[config.mk]
export PLATFORM = sky130hd
export DESIGN_NAME = coin_start_seq_flat
export DESIGN_NICKNAME = d
export VERILOG_FILES = /design/src/rtl/ladybug_pkg.sv /design/src/rtl/coin_start_seq_if.sv /design/src/rtl/vblank_tick.sv /design/src/rtl/coin_start_seq.sv /design/src/flat_wrapper.sv
export SDC_FILE = /design/constraint.sdc
export NUM_CORES = 1
export LEC_CHECK = 0
export BUFFER_PORTS_ARGS = -buffer_cell sky130_fd_sc_hd__clkbuf_2
export CORE_MARGIN = 1
export CORE_UTILIZATION = 35
export DETAILED_ROUTE_END_ITERATION = 8
export MAX_ROUTING_LAYER = met4
export PLACE_DENSITY = 0.51
export SLEW_MARGIN = 20
export SYNTH_ARGS = -nofsm -noshare
export SYNTH_HDL_FRONTEND = slang
export SYNTH_SLANG_ARGS = --single-unit
[constraint.sdc]
create_clock -name clk_sys -period 4.9 [get_ports clk_sys]
set_input_delay 0.735 -clock clk_sys [delete_from_list [all_inputs] [get_ports clk_sys]]
set_output_delay 0.735 -clock clk_sys [all_outputs]
set_load 0.005 [all_outputs]
[src/rtl/ladybug_pkg.sv]
// Shared Lady Bug core types: start-sequencer states, player select and output bundle.
// The decode function is the single source of truth for what each state drives.
package ladybug_pkg;

    localparam int FRAME_CNT_W = 8;

    typedef enum logic [2:0] {
        IDLE,
        COIN,
        GAP,
        START,
        RELEASE
    } seq_state_t;

    typedef enum logic {
        P1,
        P2
    } player_t;

    typedef struct packed {
        logic busy;
        logic coin;
        logic start1;
        logic start2;
    } seq_out_t;

    function automatic seq_out_t seq_decode(seq_state_t st, player_t sel);
        seq_out_t o;
        o        = '0;
        o.busy   = (st != IDLE);
        o.coin   = (st == COIN);
        o.start1 = (st == START) && (sel == P1);
        o.start2 = (st == START) && (sel == P2);
        return o;
    endfunction

endpackage

[src/rtl/coin_start_seq_if.sv]
// Cabinet-side signals of the coin/start sequencer: frame timing and requests in, pulses out.
// master drives requests and vblank; slave is the sequencer.
interface coin_start_seq_if;
    logic vblank;
    logic req_start1;
    logic req_start2;
    logic coin_out;
    logic start1_out;
    logic start2_out;
    logic busy;

    modport master (
        output vblank,
        output req_start1,
        output req_start2,
        input  coin_out,
        input  start1_out,
        input  start2_out,
        input  busy
    );

    modport slave (
        input  vblank,
        input  req_start1,
        input  req_start2,
        output coin_out,
        output start1_out,
        output start2_out,
        output busy
    );
endinterface

[src/rtl/vblank_tick.sv]
// One-cycle frame tick on the cycle after vblank is first seen high; one cycle latency
// from the sampling edge, no backpressure (free-running pulse).
module vblank_tick (
    input  logic clk_sys,
    input  logic reset_n,
    input  logic i_vblank,
    output logic o_tick
);

    logic r_vblank_q;
    logic r_tick;

    always_ff @(posedge clk_sys or negedge reset_n) begin
        if (!reset_n) begin
            r_vblank_q <= 1'b0;
            r_tick     <= 1'b0;
        end else begin
            r_vblank_q <= i_vblank;
            r_tick     <= i_vblank & ~r_vblank_q;
        end
    end

    assign o_tick = r_tick;

endmodule

[src/rtl/coin_start_seq.sv]
// Turns player start requests into a frame-timed coin / gap / start sequence for the core.
// Request edge to coin_out is two cycles; requests arriving while busy are dropped, not queued.
module coin_start_seq
    import ladybug_pkg::*;
#(
    parameter int COIN_FRAMES  = 4,
    parameter int GAP_FRAMES   = 8,
    parameter int START_FRAMES = 4
) (
    input  logic           clk_sys,
    input  logic           reset_n,
    coin_start_seq_if.slave sif
);

    if (COIN_FRAMES < 1 || COIN_FRAMES > 255) begin : g_bad_coin
        $error("COIN_FRAMES must be in 1..255");
    end
    if (GAP_FRAMES < 1 || GAP_FRAMES > 255) begin : g_bad_gap
        $error("GAP_FRAMES must be in 1..255");
    end
    if (START_FRAMES < 1 || START_FRAMES > 255) begin : g_bad_start
        $error("START_FRAMES must be in 1..255");
    end

    localparam logic [FRAME_CNT_W-1:0] COIN_LAST  = FRAME_CNT_W'(COIN_FRAMES - 1);
    localparam logic [FRAME_CNT_W-1:0] GAP_LAST   = FRAME_CNT_W'(GAP_FRAMES - 1);
    localparam logic [FRAME_CNT_W-1:0] START_LAST = FRAME_CNT_W'(START_FRAMES - 1);

    logic w_tick;

    vblank_tick u_vblank_tick (
        .clk_sys  (clk_sys),
        .reset_n  (reset_n),
        .i_vblank (sif.vblank),
        .o_tick   (w_tick)
    );

    // r_armed keeps a request held across reset release from looking like a fresh press.
    logic r_armed;
    logic r_req1_q;
    logic r_req2_q;
    logic r_edge1;
    logic r_edge2;

    always_ff @(posedge clk_sys or negedge reset_n) begin
        if (!reset_n) begin
            r_armed  <= 1'b0;
            r_req1_q <= 1'b0;
            r_req2_q <= 1'b0;
            r_edge1  <= 1'b0;
            r_edge2  <= 1'b0;
        end else begin
            r_armed  <= 1'b1;
            r_req1_q <= sif.req_start1;
            r_req2_q <= sif.req_start2;
            r_edge1  <= r_armed & sif.req_start1 & ~r_req1_q;
            r_edge2  <= r_armed & sif.req_start2 & ~r_req2_q;
        end
    end

    seq_state_t             r_state;
    player_t                r_sel;
    logic [1:0]             r_coins_left;
    logic [FRAME_CNT_W-1:0] r_frame_cnt;
    seq_out_t               r_out;

    logic w_coin_done;
    logic w_gap_done;
    logic w_start_done;

    assign w_coin_done  = w_tick && (r_frame_cnt == COIN_LAST);
    assign w_gap_done   = w_tick && (r_frame_cnt == GAP_LAST);
    assign w_start_done = w_tick && (r_frame_cnt == START_LAST);

    // Outputs are loaded with the decode of the state being entered, so they
    // move on the same edge as r_state.
    always_ff @(posedge clk_sys or negedge reset_n) begin
        if (!reset_n) begin
            r_state      <= IDLE;
            r_sel        <= P1;
            r_coins_left <= '0;
            r_frame_cnt  <= '0;
            r_out        <= '0;
        end else begin
            if (w_tick) begin
                r_frame_cnt <= r_frame_cnt + 1'b1;
            end
            case (r_state)
                IDLE: begin
                    if (r_edge1) begin
                        r_state      <= COIN;
                        r_sel        <= P1;
                        r_coins_left <= 2'd1;
                        r_frame_cnt  <= '0;
                        r_out        <= seq_decode(COIN, P1);
                    end else if (r_edge2) begin
                        r_state      <= COIN;
                        r_sel        <= P2;
                        r_coins_left <= 2'd2;
                        r_frame_cnt  <= '0;
                        r_out        <= seq_decode(COIN, P2);
                    end
                end
                COIN: begin
                    if (w_coin_done) begin
                        r_state      <= GAP;
                        r_coins_left <= r_coins_left - 2'd1;
                        r_frame_cnt  <= '0;
                        r_out        <= seq_decode(GAP, r_sel);
                    end
                end
                GAP: begin
                    if (w_gap_done) begin
                        r_frame_cnt <= '0;
                        if (r_coins_left != 2'd0) begin
                            r_state <= COIN;
                            r_out   <= seq_decode(COIN, r_sel);
                        end else begin
                            r_state <= START;
                            r_out   <= seq_decode(START, r_sel);
                        end
                    end
                end
                START: begin
                    if (w_start_done) begin
                        r_state     <= RELEASE;
                        r_frame_cnt <= '0;
                        r_out       <= seq_decode(RELEASE, r_sel);
                    end
                end
                RELEASE: begin
                    // Waiting for both buttons up stops a held button from re-triggering.
                    if (!sif.req_start1 && !sif.req_start2) begin
                        r_state     <= IDLE;
                        r_frame_cnt <= '0;
                        r_out       <= seq_decode(IDLE, r_sel);
                    end
                end
                default: begin
                    r_state     <= IDLE;
                    r_frame_cnt <= '0;
                    r_out       <= '0;
                end
            endcase
        end
    end

    assign sif.coin_out   = r_out.coin;
    assign sif.start1_out = r_out.start1;
    assign sif.start2_out = r_out.start2;
    assign sif.busy       = r_out.busy;

endmodule

[src/flat_wrapper.sv]
// flat-port wrapper written by rule: the top's interface ports become plain ports
module coin_start_seq_flat import ladybug_pkg::*;
#(
    parameter int COIN_FRAMES  = 4,
    parameter int GAP_FRAMES   = 8,
    parameter int START_FRAMES = 4
)
  (clk_sys, reset_n, sif_vblank, sif_req_start1, sif_req_start2, sif_coin_out, sif_start1_out, sif_start2_out, sif_busy);
  coin_start_seq_if sif_i ();
  input  logic clk_sys;
  input  logic reset_n;
  input wire logic [$bits(sif_i.vblank)-1:0] sif_vblank;
  input wire logic [$bits(sif_i.req_start1)-1:0] sif_req_start1;
  input wire logic [$bits(sif_i.req_start2)-1:0] sif_req_start2;
  output wire logic [$bits(sif_i.coin_out)-1:0] sif_coin_out;
  output wire logic [$bits(sif_i.start1_out)-1:0] sif_start1_out;
  output wire logic [$bits(sif_i.start2_out)-1:0] sif_start2_out;
  output wire logic [$bits(sif_i.busy)-1:0] sif_busy;
  assign sif_i.vblank = sif_vblank;
  assign sif_i.req_start1 = sif_req_start1;
  assign sif_i.req_start2 = sif_req_start2;
  assign sif_coin_out = sif_i.coin_out;
  assign sif_start1_out = sif_i.start1_out;
  assign sif_start2_out = sif_i.start2_out;
  assign sif_busy = sif_i.busy;
  coin_start_seq #(.COIN_FRAMES(COIN_FRAMES), .GAP_FRAMES(GAP_FRAMES), .START_FRAMES(START_FRAMES)) u_core (.clk_sys(clk_sys), .reset_n(reset_n), .sif(sif_i));
endmodule
Word level (Yosys, flattened, before mapping)
Cells that the tools add are included.

word-level totals
  bits in registers = 25
  bits of input ports = 5
  output and inout port bits = 4
  logic and storage cells = 80

cells by class
  add/subtract/negate cells = 2
  eq/ne operators = 12
  multiplexer cells = 28
  bitwise logic cells = 9
  reduce and logical (&&, ||, !) cells = 14

operator list
  kind                   count
  $mux W8                6
  $pmux W8 S4            1
  $mux W3                7
  $mux W4                5
  $pmux W4 S4            1
  $pmux W3 S5            1
  $ne A2 B1 Y1 const B   5
  $add A8 B1 Y8 const B  1
  $eq A8 B2 Y1 const B   1
  $eq A8 B3 Y1 const B   1
  $mux W2                4
  $eq A3 B2 Y1 const B   2
  $reduce_bool A2 Y1     3
  $and A1 B1 Y1          5
  $reduce_and A5 Y1      1
  $not A1 Y1             4
  $pmux W2 S2            1
  $reduce_and A4 Y1      1
  $eq A3 B1 Y1 const B   1
  $eq A3 B3 Y1 const B   1
  $logic_and A1 B1 Y1    3
  $logic_not A3 Y1       1
  $ne A3 B1 Y1 const B   1
  $reduce_and A3 Y1      1
  5 further kinds        7

Depth between registers and ports, before layout
Gate-level depths: netlist (run 1).

  depth after elaboration = 5
  mapped depth = 6
  gate-level depth less buffers = 5

By module
Synthesis (run 1) repeated with hierarchy kept, for this count alone.

unflattened totals
  cell total of the unflattened synthesis = 117
  area, all modules = 1266.2 sq um

modules (own cells, without submodules)
  module          times used  cells each  area each (sq um)
  coin_start_seq  1           114         1202.4
  vblank_tick     1           3           63.8

Worst setup path after synthesis (run 1)
No wires, ideal clock.

  path kind = input to register
  from = in sif_req_start2
  to = reg u_core.r_out, in the netlist u_core.sif.coin_out
  setup time = 0.082 ns
  data arrival time = 1.571 ns
  data required time = 4.818 ns
  slack = 3.247 ns
  stages on the path = 5
  buffers on the path = 1
  cells stage by stage = nor2_1 nor4b_1 o31ai_2 buf_4 o22ai_1

on the way
  longest elaborated chain between the ends = 4

ends and longest elaborated chain
  element                             RTL line               source
  start, declared                     flat_wrapper.sv:14     input wire logic [$bits(sif_i.req_start2)-1:0] sif_req_start2;
  $logic_not A1 Y1                    coin_start_seq.sv:133  if (!sif.req_start1 && !sif.req_start2) begin
  $logic_and A1 B1 Y1                 coin_start_seq.sv:133
  $ne A2 B1 Y1 (no source line)       n/a
  $reduce_and A4 Y1 (no source line)  n/a
  end signal, assigned                coin_start_seq.sv:120  r_out <= seq_decode(START, r_sel);
  end signal, assigned                coin_start_seq.sv:128  r_out <= seq_decode(RELEASE, r_sel);
  end signal, assigned                coin_start_seq.sv:136  r_out <= seq_decode(IDLE, r_sel);
  end, declared                       coin_start_seq.sv:65   seq_out_t r_out;

No other way between the ends.
A chain may end at the register's enable or synchronous reset.

Final worst setup path (run 1)
  from = reg u_core.r_frame_cnt[0]
  to = reg u_core.r_out, in the netlist u_core.sif.busy

on the way
  longest elaborated chain between the ends = 4
  elaborated cells between the ends (all ways) = 7
  classes of those cells = eq/ne: 4; reduce/logical: 3

ends and longest elaborated chain
  element                                              RTL line                                                          source
  start, declared                                      coin_start_seq.sv:64                                              logic [FRAME_CNT_W-1:0] r_frame_cnt;
  start signal, assigned                               coin_start_seq.sv:86                                              r_frame_cnt <= r_frame_cnt + 1'b1;
  $eq A8 B3 Y1 / $eq A8 B2 Y1 (equally long branches)  coin_start_seq.sv:72, coin_start_seq.sv:71, coin_start_seq.sv:73
  $logic_and A1 B1 Y1 (on tied branches)               coin_start_seq.sv:72, coin_start_seq.sv:71, coin_start_seq.sv:73
  $ne A2 B1 Y1 (no source line)                        n/a
  $reduce_and A4 Y1 (no source line) (*)               n/a
  end signal, assigned                                 coin_start_seq.sv:95                                              r_out <= seq_decode(COIN, P1);
  end signal, assigned                                 coin_start_seq.sv:101                                             r_out <= seq_decode(COIN, P2);
  end signal, assigned                                 coin_start_seq.sv:109                                             r_out <= seq_decode(GAP, r_sel);

Mark *: on every way between the ends. The rest lies on a longest branch, timed or not.

==> out/metrics.csv, run 1 <==
stage,metric,value,unit
outcome,status,"finished, final reports clean",
worst_setup_path,slowest cell on the critical path,o31ai_2,
timing,# setup viols final,0,
global_route,vias in the first global route,795,
layout,Area growth syn-to-layout,8.50,%
layout,Top Registers,"u_core.r_frame_cnt: 8 flops, u_core.r_state: 3 flops, u_core.r_coins_left: 2 flops",
layout,Final Util,40.6,%
timing,clock period minus final worst setup slack,2170,ps
layout,max reg flops,8,
clock_tree,# resized after CTS,0,
worst_setup_path,crit-path cells,ha_1 > and4bb_2 > a21oi_1 > o31ai_2 > o32ai_1,
worst_hold_path,worst hold-check path type,in2async,
clock_tree,post-CTS setup buffer count,0,
place,routability cong.,0.866,
clock_tree,root buf cell,clkbuf_4,
detailed_routing,routed wire length per instance,12.0,um
global_route,first-pass GRT wire length,3430,um
global_route,gr usage total,13.4,%
synthesis,"Cell Area, Synth",0.00116,sq mm
die,Die Y,59.6,um
timing,unrepaired setup endpoints after global routing,no,
timing,Max Clk Rate,461,MHz
layout,number of diodes,0,
detailed_routing,Initial DRC Count,25,
clock_tree,CTS buffer count,3,
worst_setup_path,"CP delay by family, top",compound AO/OA/AOI/OAI gates,
clock_tree,Skew-Pair Late Insertion Delay,320,ps
run,max_cap viols,0,
worst_setup_path,worst path bufs/invs,0,
timing,actual slew at the worst max-slew pin,879,ps
worst_setup_path,worst-path fanout max,12,
worst_setup_path,Critical Path RT,5070,ps
detailed_routing,Vias/cell,4.91,
clock_tree,CTS Sinks,25,
worst_setup_path,critical path class,reg2reg,
detailed_routing,drt drc,0,
die,IO Count,9,
worst_setup_path,CP Capture Type,flip-flop,
clock_tree,Max Buffers Root-to-Sink,2,
layout,layout cells sized above 1,14.9,%
synthesis,Unique masters post-synth,35,
timing,Setup TNS,0,ps
global_route,largest net degree at the start of global routing,26,
synthesis,Synth Instances,112,
layout,nets@finish,129,
detailed_routing,Post-DRT Antenna Nets,0,
clock_tree,CTS Hold Bufs,0,
die,Site Rows,20,
die,die area,0.00356,sq mm
detailed_routing,Total Wirelength,1980,um
synthesis,synthesized net count,119,
place,IO buf count,8,
timing,final period utilization,44.3,%
global_route,total gr overflow,0,
die,die width,59.6,um
timing,Final Hold Vio Count,0,
worst_setup_path,Startpoint Class,flip-flop,
die,Core Area,0.00310,sq mm
synthesis,Yosys warnings,0,
layout,area of the multi-input gates,483,sq um
power,power per cell area,459,mW/mm^2
worst_setup_path,max incr delay on CP,720,ps
power,VDD IR-drop max,0.127,mV
detailed_routing,drt first pass iters,4,
clock_tree,"Reg clk slew, reported paths",140,ps
layout,largest register by flop count,u_core.r_frame_cnt,
clock_tree,CTS tree,yes,
timing,Slew HR,41.1,%
global_route,antenna violations before repair,0,
power,Lkg Pwr,0.585,nW
synthesis,register area share after synthesis,53.8,%
die,Initial Utilization,37.5,%
timing,skew final,1.63,ps
synthesis,"Avg Cell Area, Syn",10.4,sq um
place,post-DP HPWL,1410,um
synthesis,Synth Register Bits,25,
layout,Filler cells,328,
detailed_routing,detailed-route via count,810,
layout,register area,626,sq um
worst_setup_path,arrival time worst endpoint,2340,ps
timing,fin. max-slew vios,0,
clock_tree,htree depth,1,
==> cells in the final DEF, fill, tap and decap left out, types with 3 or more instances in the layout <==
cell type / n
dfrtp_1: 25
nor2_1: 15
inv_1: 8
nand2_1: 8
clkbuf_2: 8
a21oi_1: 7
nand4_1: 6
xor2_1: 4
xnor2_1: 3
and3_1: 3
nor2b_1: 3
o22ai_1: 3
clkbuf_4: 3
==> stage by stage <==
step           std cells  hold slack (ps)  instance area, sq um  total power, mW  worst slack, ps
6_report             165              401                  1260            0.579             2730
5_1_grt              165              422                  1260            0.626             2620
4_1_cts              165              407                  1260            0.587             2710
3_5_place_dp         161              388                  1230            0.492             2650
3_3_place_gp         161              389                  1230            0.484             2740
2_1_floorplan        112              377                  1160            0.445             3250
==> worst register-to-register path: cells and delay by family (launching register included) <==
kind | cells | cell delay [ps]
fa+ha+maj | 1 | 240
simple gates | 1 | 320
flops | 1 | 410
compound gates | 3 | 1050
==> synthesized netlist by cell type <==
library cell / instances / share of area, %
buf_6: 1 / 0.97
buf_4: 1 / 0.65
conb_1: 1 / 0.32
and4bb_2: 1 / 1.1
a31o_2: 1 / 0.75
ha_1: 2 / 2.2
or2_2: 1 / 0.54
xnor2_1: 3 / 2.3
and2_1: 2 / 1.1
nand2b_1: 1 / 0.54
a21oi_1: 7 / 3.0
nor3_1: 2 / 0.86
nor4b_1: 1 / 0.75
nand2_1: 8 / 2.6
a21boi_0: 1 / 0.65
mux2i_1: 1 / 0.86
nand3_1: 1 / 0.43
a32oi_1: 1 / 0.75
xor2_1: 4 / 3.0
o32ai_1: 1 / 0.75
nand4_1: 6 / 3.2
o22ai_1: 3 / 1.6
nor2_1: 15 / 4.8
nor4_1: 1 / 0.54
nor2b_1: 3 / 1.6
nor4_4: 1 / 1.8
mux2_2: 1 / 0.97
nand4b_1: 1 / 0.75
dfrtp_1: 25 / 54
o31ai_2: 1 / 1.1
buf_2: 1 / 0.43
and3_1: 3 / 1.6
inv_1: 8 / 2.6
a211oi_1: 1 / 0.65
o21ai_0: 1 / 0.43
==> worst paths after layout <==
kind,slack (ps),cells after the start,start,endpoint
setup reg to reg,2730,5,u_core.r_frame_cnt[0]$_DFF_PN0_,u_core.sif.busy$_DFFE_PN0P_
min in group clk_sys,400,1,u_core.r_req2_q$_DFF_PN0_,u_core.r_edge2$_DFF_PN0_
setup / recovery,2730,5,u_core.r_frame_cnt[0]$_DFF_PN0_,u_core.sif.busy$_DFFE_PN0P_
hold / removal,400,1,reset_n,u_core.r_frame_cnt[3]$_DFF_PN0_
max in group asynchronous,4110,1,reset_n,u_core.r_state[2]$_DFFE_PN0P_
hold reg to reg,400,1,u_core.r_req2_q$_DFF_PN0_,u_core.r_edge2$_DFF_PN0_
==> final cells by class <==
type                            count  area share [%]
Timing Repair Buffer                8            3.17
Multi-Input combinational cell     76            38.3
Clock inverter                      1           0.397
Tap cell                           44            4.37
Clock buffer                        3            1.79
Inverter                            8            2.38
Sequential cell                    25            49.6
==> cells by family after synthesis <==
logic type      Yosys count  synth area share (%)
flops                    25                  53.8
fa+ha+maj                 2                  2.15
other cells               1                 0.323
xor+xnor                  7                  5.27
mux                       2                  1.83
compound gates           17                  9.69
simple gates             47                  22.3
buf+inv                  11                  4.63
==> where the power goes <==
| group | internal (mW) | switching, mW | total, mW |
|---|---|---|---|
| logic | 0.0817 | 0.102 | 0.183 |
| clock network | 0.0306 | 0.0621 | 0.0926 |
| registers | 0.252 | 0.0511 | 0.303 |
| total | 0.364 | 0.215 | 0.579 |
==> per-layer routing <==
metal | global-route usage, % | part of all wire [%] | vias to the layer above
met2 | 19.9 | 43 | 23
met4 | 7.97 | 3.0 | 0
met1 | 17.3 | 51 | 374
li1 | - | - | 406
met3 | 1.97 | 3.6 | 7
met5 | - | 0 | -
Note: power is estimated with default switching activity, not from simulation.
==> run 2: changes to the inputs <==
- PLACE_DENSITY: 0.51 -> 0.53
- clock period: 4.9 -> 1.8 ns (I/O delays scaled with it)
==> run 2 against run 1 <==
Net effect: combinational power increased to 3.2 times the previous value; global-route usage is 0.12 points higher; sequential power rose to 2.7 times the previous value; flip-flop and latch count did not move; highest routed layer unchanged; design area up 5.6%; clock skew grew 0.97 ps; critical endpoint is now u_core.sif.coin_out$_DFFE_PN0P_; clock-buffer cell count stayed put; first-iteration DRC count is 32% lower; clock power rose to 2.7 times the previous value; cell count grew 4.2%; worst setup slack got worse by 2600 ps; via count grew 2.3%.
==> out/metrics.csv, run 2 (synthesis gave the netlist of run 1 again) <==
stage,metric,value,unit
power,VDD IR-drop max,0.439,mV
global_route,total gr overflow,0,
timing,final period utilization,94.6,%
power,power per cell area,1240,mW/mm^2
layout,Filler cells,330,
worst_setup_path,capture point of the worst reg-to-reg path,u_core.sif.coin_out$_DFFE_PN0P_,
timing,unrepaired setup endpoints after global routing,no,
timing,Max Clk Rate,587,MHz
detailed_routing,max layer used,met4,
layout,max reg flops,8,
detailed_routing,Vias/cell,4.82,
detailed_routing,Met3 Routed Length,66,um
detailed_routing,drt first pass iters,4,
layout,largest register by flop count,u_core.r_frame_cnt,
detailed_routing,Initial DRC Count,17,
detailed_routing,routed wire length per instance,11.5,um
worst_setup_path,crit-path cells,or2_2 > a21boi_0 > nor2b_1 > o22ai_1,
worst_setup_path,worst-path fanout max,5,
worst_setup_path,CP Depth,4,
worst_hold_path,Hold Crit Start,sif_vblank,
detailed_routing,Post-DRT Antenna Nets,0,
global_route,largest net degree at the start of global routing,26,
outcome,status,"finished, final reports clean",
global_route,first-pass GRT wire length,3420,um
worst_setup_path,Critical Path RT,2000,ps
detailed_routing,drt drc,0,
global_route,vias in the first global route,793,
clock_tree,CTS buffer count,3,
timing,actual slew at the worst max-slew pin,596,ps
clock_tree,root buf cell,clkbuf_4,
worst_setup_path,max incr delay on CP,440,ps
die,die area,0.00356,sq mm
timing,clock period minus final worst setup slack,1700,ps
detailed_routing,detailed-route via count,829,
timing,Slew HR,60.2,%
worst_setup_path,reg2reg start,u_core.r_edge1$_DFF_PN0_,
layout,number of diodes,0,
worst_setup_path,arrival time worst endpoint,1910,ps
detailed_routing,WL met1,1030,um
run,max_cap viols,0,
worst_setup_path,CP Capture Type,flip-flop,
worst_setup_path,R2R depth,4,
worst_setup_path,worst setup path end,u_core.sif.coin_out$_DFFE_PN0P_,
layout,Final Util,42.9,%
place,post-DP HPWL,1370,um
clock_tree,Max Buffers Root-to-Sink,2,
timing,Setup TNS,0,ps
place,routability cong.,0.778,
layout,"commonest non-fill, non-tap cell in the layout",dfrtp_1,
worst_setup_path,worst path bufs/invs,0,
worst_setup_path,CP startpoint,u_core.r_edge1$_DFF_PN0_,
layout,layout cells sized above 1,20.3,%
place,IO buf count,8,
layout,"commonest non-fill, non-tap cells in the layout","dfrtp_1, nor2_1, inv_1, nand2_1, clkbuf_2",
worst_setup_path,"CP delay by family, top",simple AND/OR/NAND/NOR gates,
global_route,antenna violations before repair,0,
layout,nets@finish,136,
clock_tree,Skew-Pair Late Insertion Delay,310,ps
clock_tree,CTS Sinks,25,
layout,Top Registers,"u_core.r_frame_cnt: 8 flops, u_core.r_state: 3 flops, u_core.r_coins_left: 2 flops",
worst_setup_path,critical path class,reg2reg,
die,Die Y,59.6,um
clock_tree,CTS tree,yes,
power,Lkg Pwr,0.620,nW
detailed_routing,metal2 WL,847,um
clock_tree,"Reg clk slew, reported paths",130,ps
timing,# setup viols final,0,
global_route,gr usage total,13.5,%
layout,Area growth syn-to-layout,14.5,%
die,Initial Utilization,37.5,%
die,Core Area,0.00310,sq mm
worst_setup_path,slowest cell on the critical path,dfrtp_1,
timing,skew final,2.60,ps
worst_setup_path,R2R Setup Slk,100,ps
worst_setup_path,Startpoint Class,flip-flop,
die,IO Count,9,
detailed_routing,Total Wirelength,1990,um
timing,Final Hold Vio Count,0,
clock_tree,htree depth,1,
die,Site Rows,20,
die,die width,59.6,um
worst_hold_path,worst hold-check path type,in2reg,
timing,fin. max-slew vios,0,
[run 2: changes by cell type in the layout (fill, tap and decap cells not counted)]
cell           previous run  this run
a21oi_2                   0         1
dlygate4sd3_1             0         1
a21oi_1                   7         6
o31ai_4                   0         1
ha_1                      2         1
buf_4                     0         6
ha_2                      0         1
o31ai_2                   1         0
[run 2: worst min path at each step]
stage	end	slack, ps	cells after the start
2_1_floorplan	u_core.r_armed$_DFF_PN0_	-30	0
3_3_place_gp	u_core.sif.start1_out$_DFFE_PN0P_	310	1
3_5_place_dp	u_core.sif.start1_out$_DFFE_PN0P_	320	1
4_1_cts	u_core.u_vblank_tick.r_vblank_q$_DFF_PN0_	40	1
5_1_grt	u_core.u_vblank_tick.r_vblank_q$_DFF_PN0_	30	1
6_report	u_core.u_vblank_tick.r_vblank_q$_DFF_PN0_	60	1
[run 2: cell type report]
class | instances | area, sq um | share of cell area [%]
clock buffers | 3 | 22.5 | 1.69
clock inverters | 1 | 5.00 | 0.376
inverters | 8 | 30.0 | 2.26
multi-input cells | 76 | 498 | 37.4
flip-flops and latches | 25 | 626 | 47.0
well taps | 44 | 55.1 | 4.14
repair buffers | 15 | 95.1 | 7.14
[run 2: where the power goes]
| part | switching, mW | leakage, nW | internal [mW] | total, mW |
|---|---|---|---|---|
| Clock | 0.164 | 0.0177 | 0.0832 | 0.247 |
| Combinational | 0.299 | 0.285 | 0.288 | 0.588 |
| Sequential | 0.133 | 0.318 | 0.685 | 0.818 |
[run 2: what timing repair did]
| item | CTS | global route |
|---|---|---|
| hold endpoints to repair | 25 | 0 |
| buffers inserted | 0 | 1 |
| endpoints found under the setup margin | 0 | 6 |
| resized for setup | 0 | 3 |
| hold buffers | 1 | 0 |
[run 2: per-stage QoR]
stage | setup WS, ps | instance area [sq um] | cells | total power, mW | hold WS [ps]
CTS | 92.4 | 1310 | 171 | 1.64 | 40.3
detailed placement | 116 | 1270 | 166 | 1.38 | 316
finish | 96.4 | 1330 | 172 | 1.65 | 62.5
global route | 10.4 | 1330 | 172 | 1.80 | 29.4
floorplan | 236 | 1160 | 112 | 1.21 | -25.6
global placement | 158 | 1270 | 166 | 1.37 | 311
[run 2: routing by layer]
metal | vias up | GRT usage, %
met4 | 0 | 6.98
met1 | 390 | 18.8
met2 | 15 | 18.6
li1 | 420 | -
met5 | - | -
met3 | 4 | 2.62
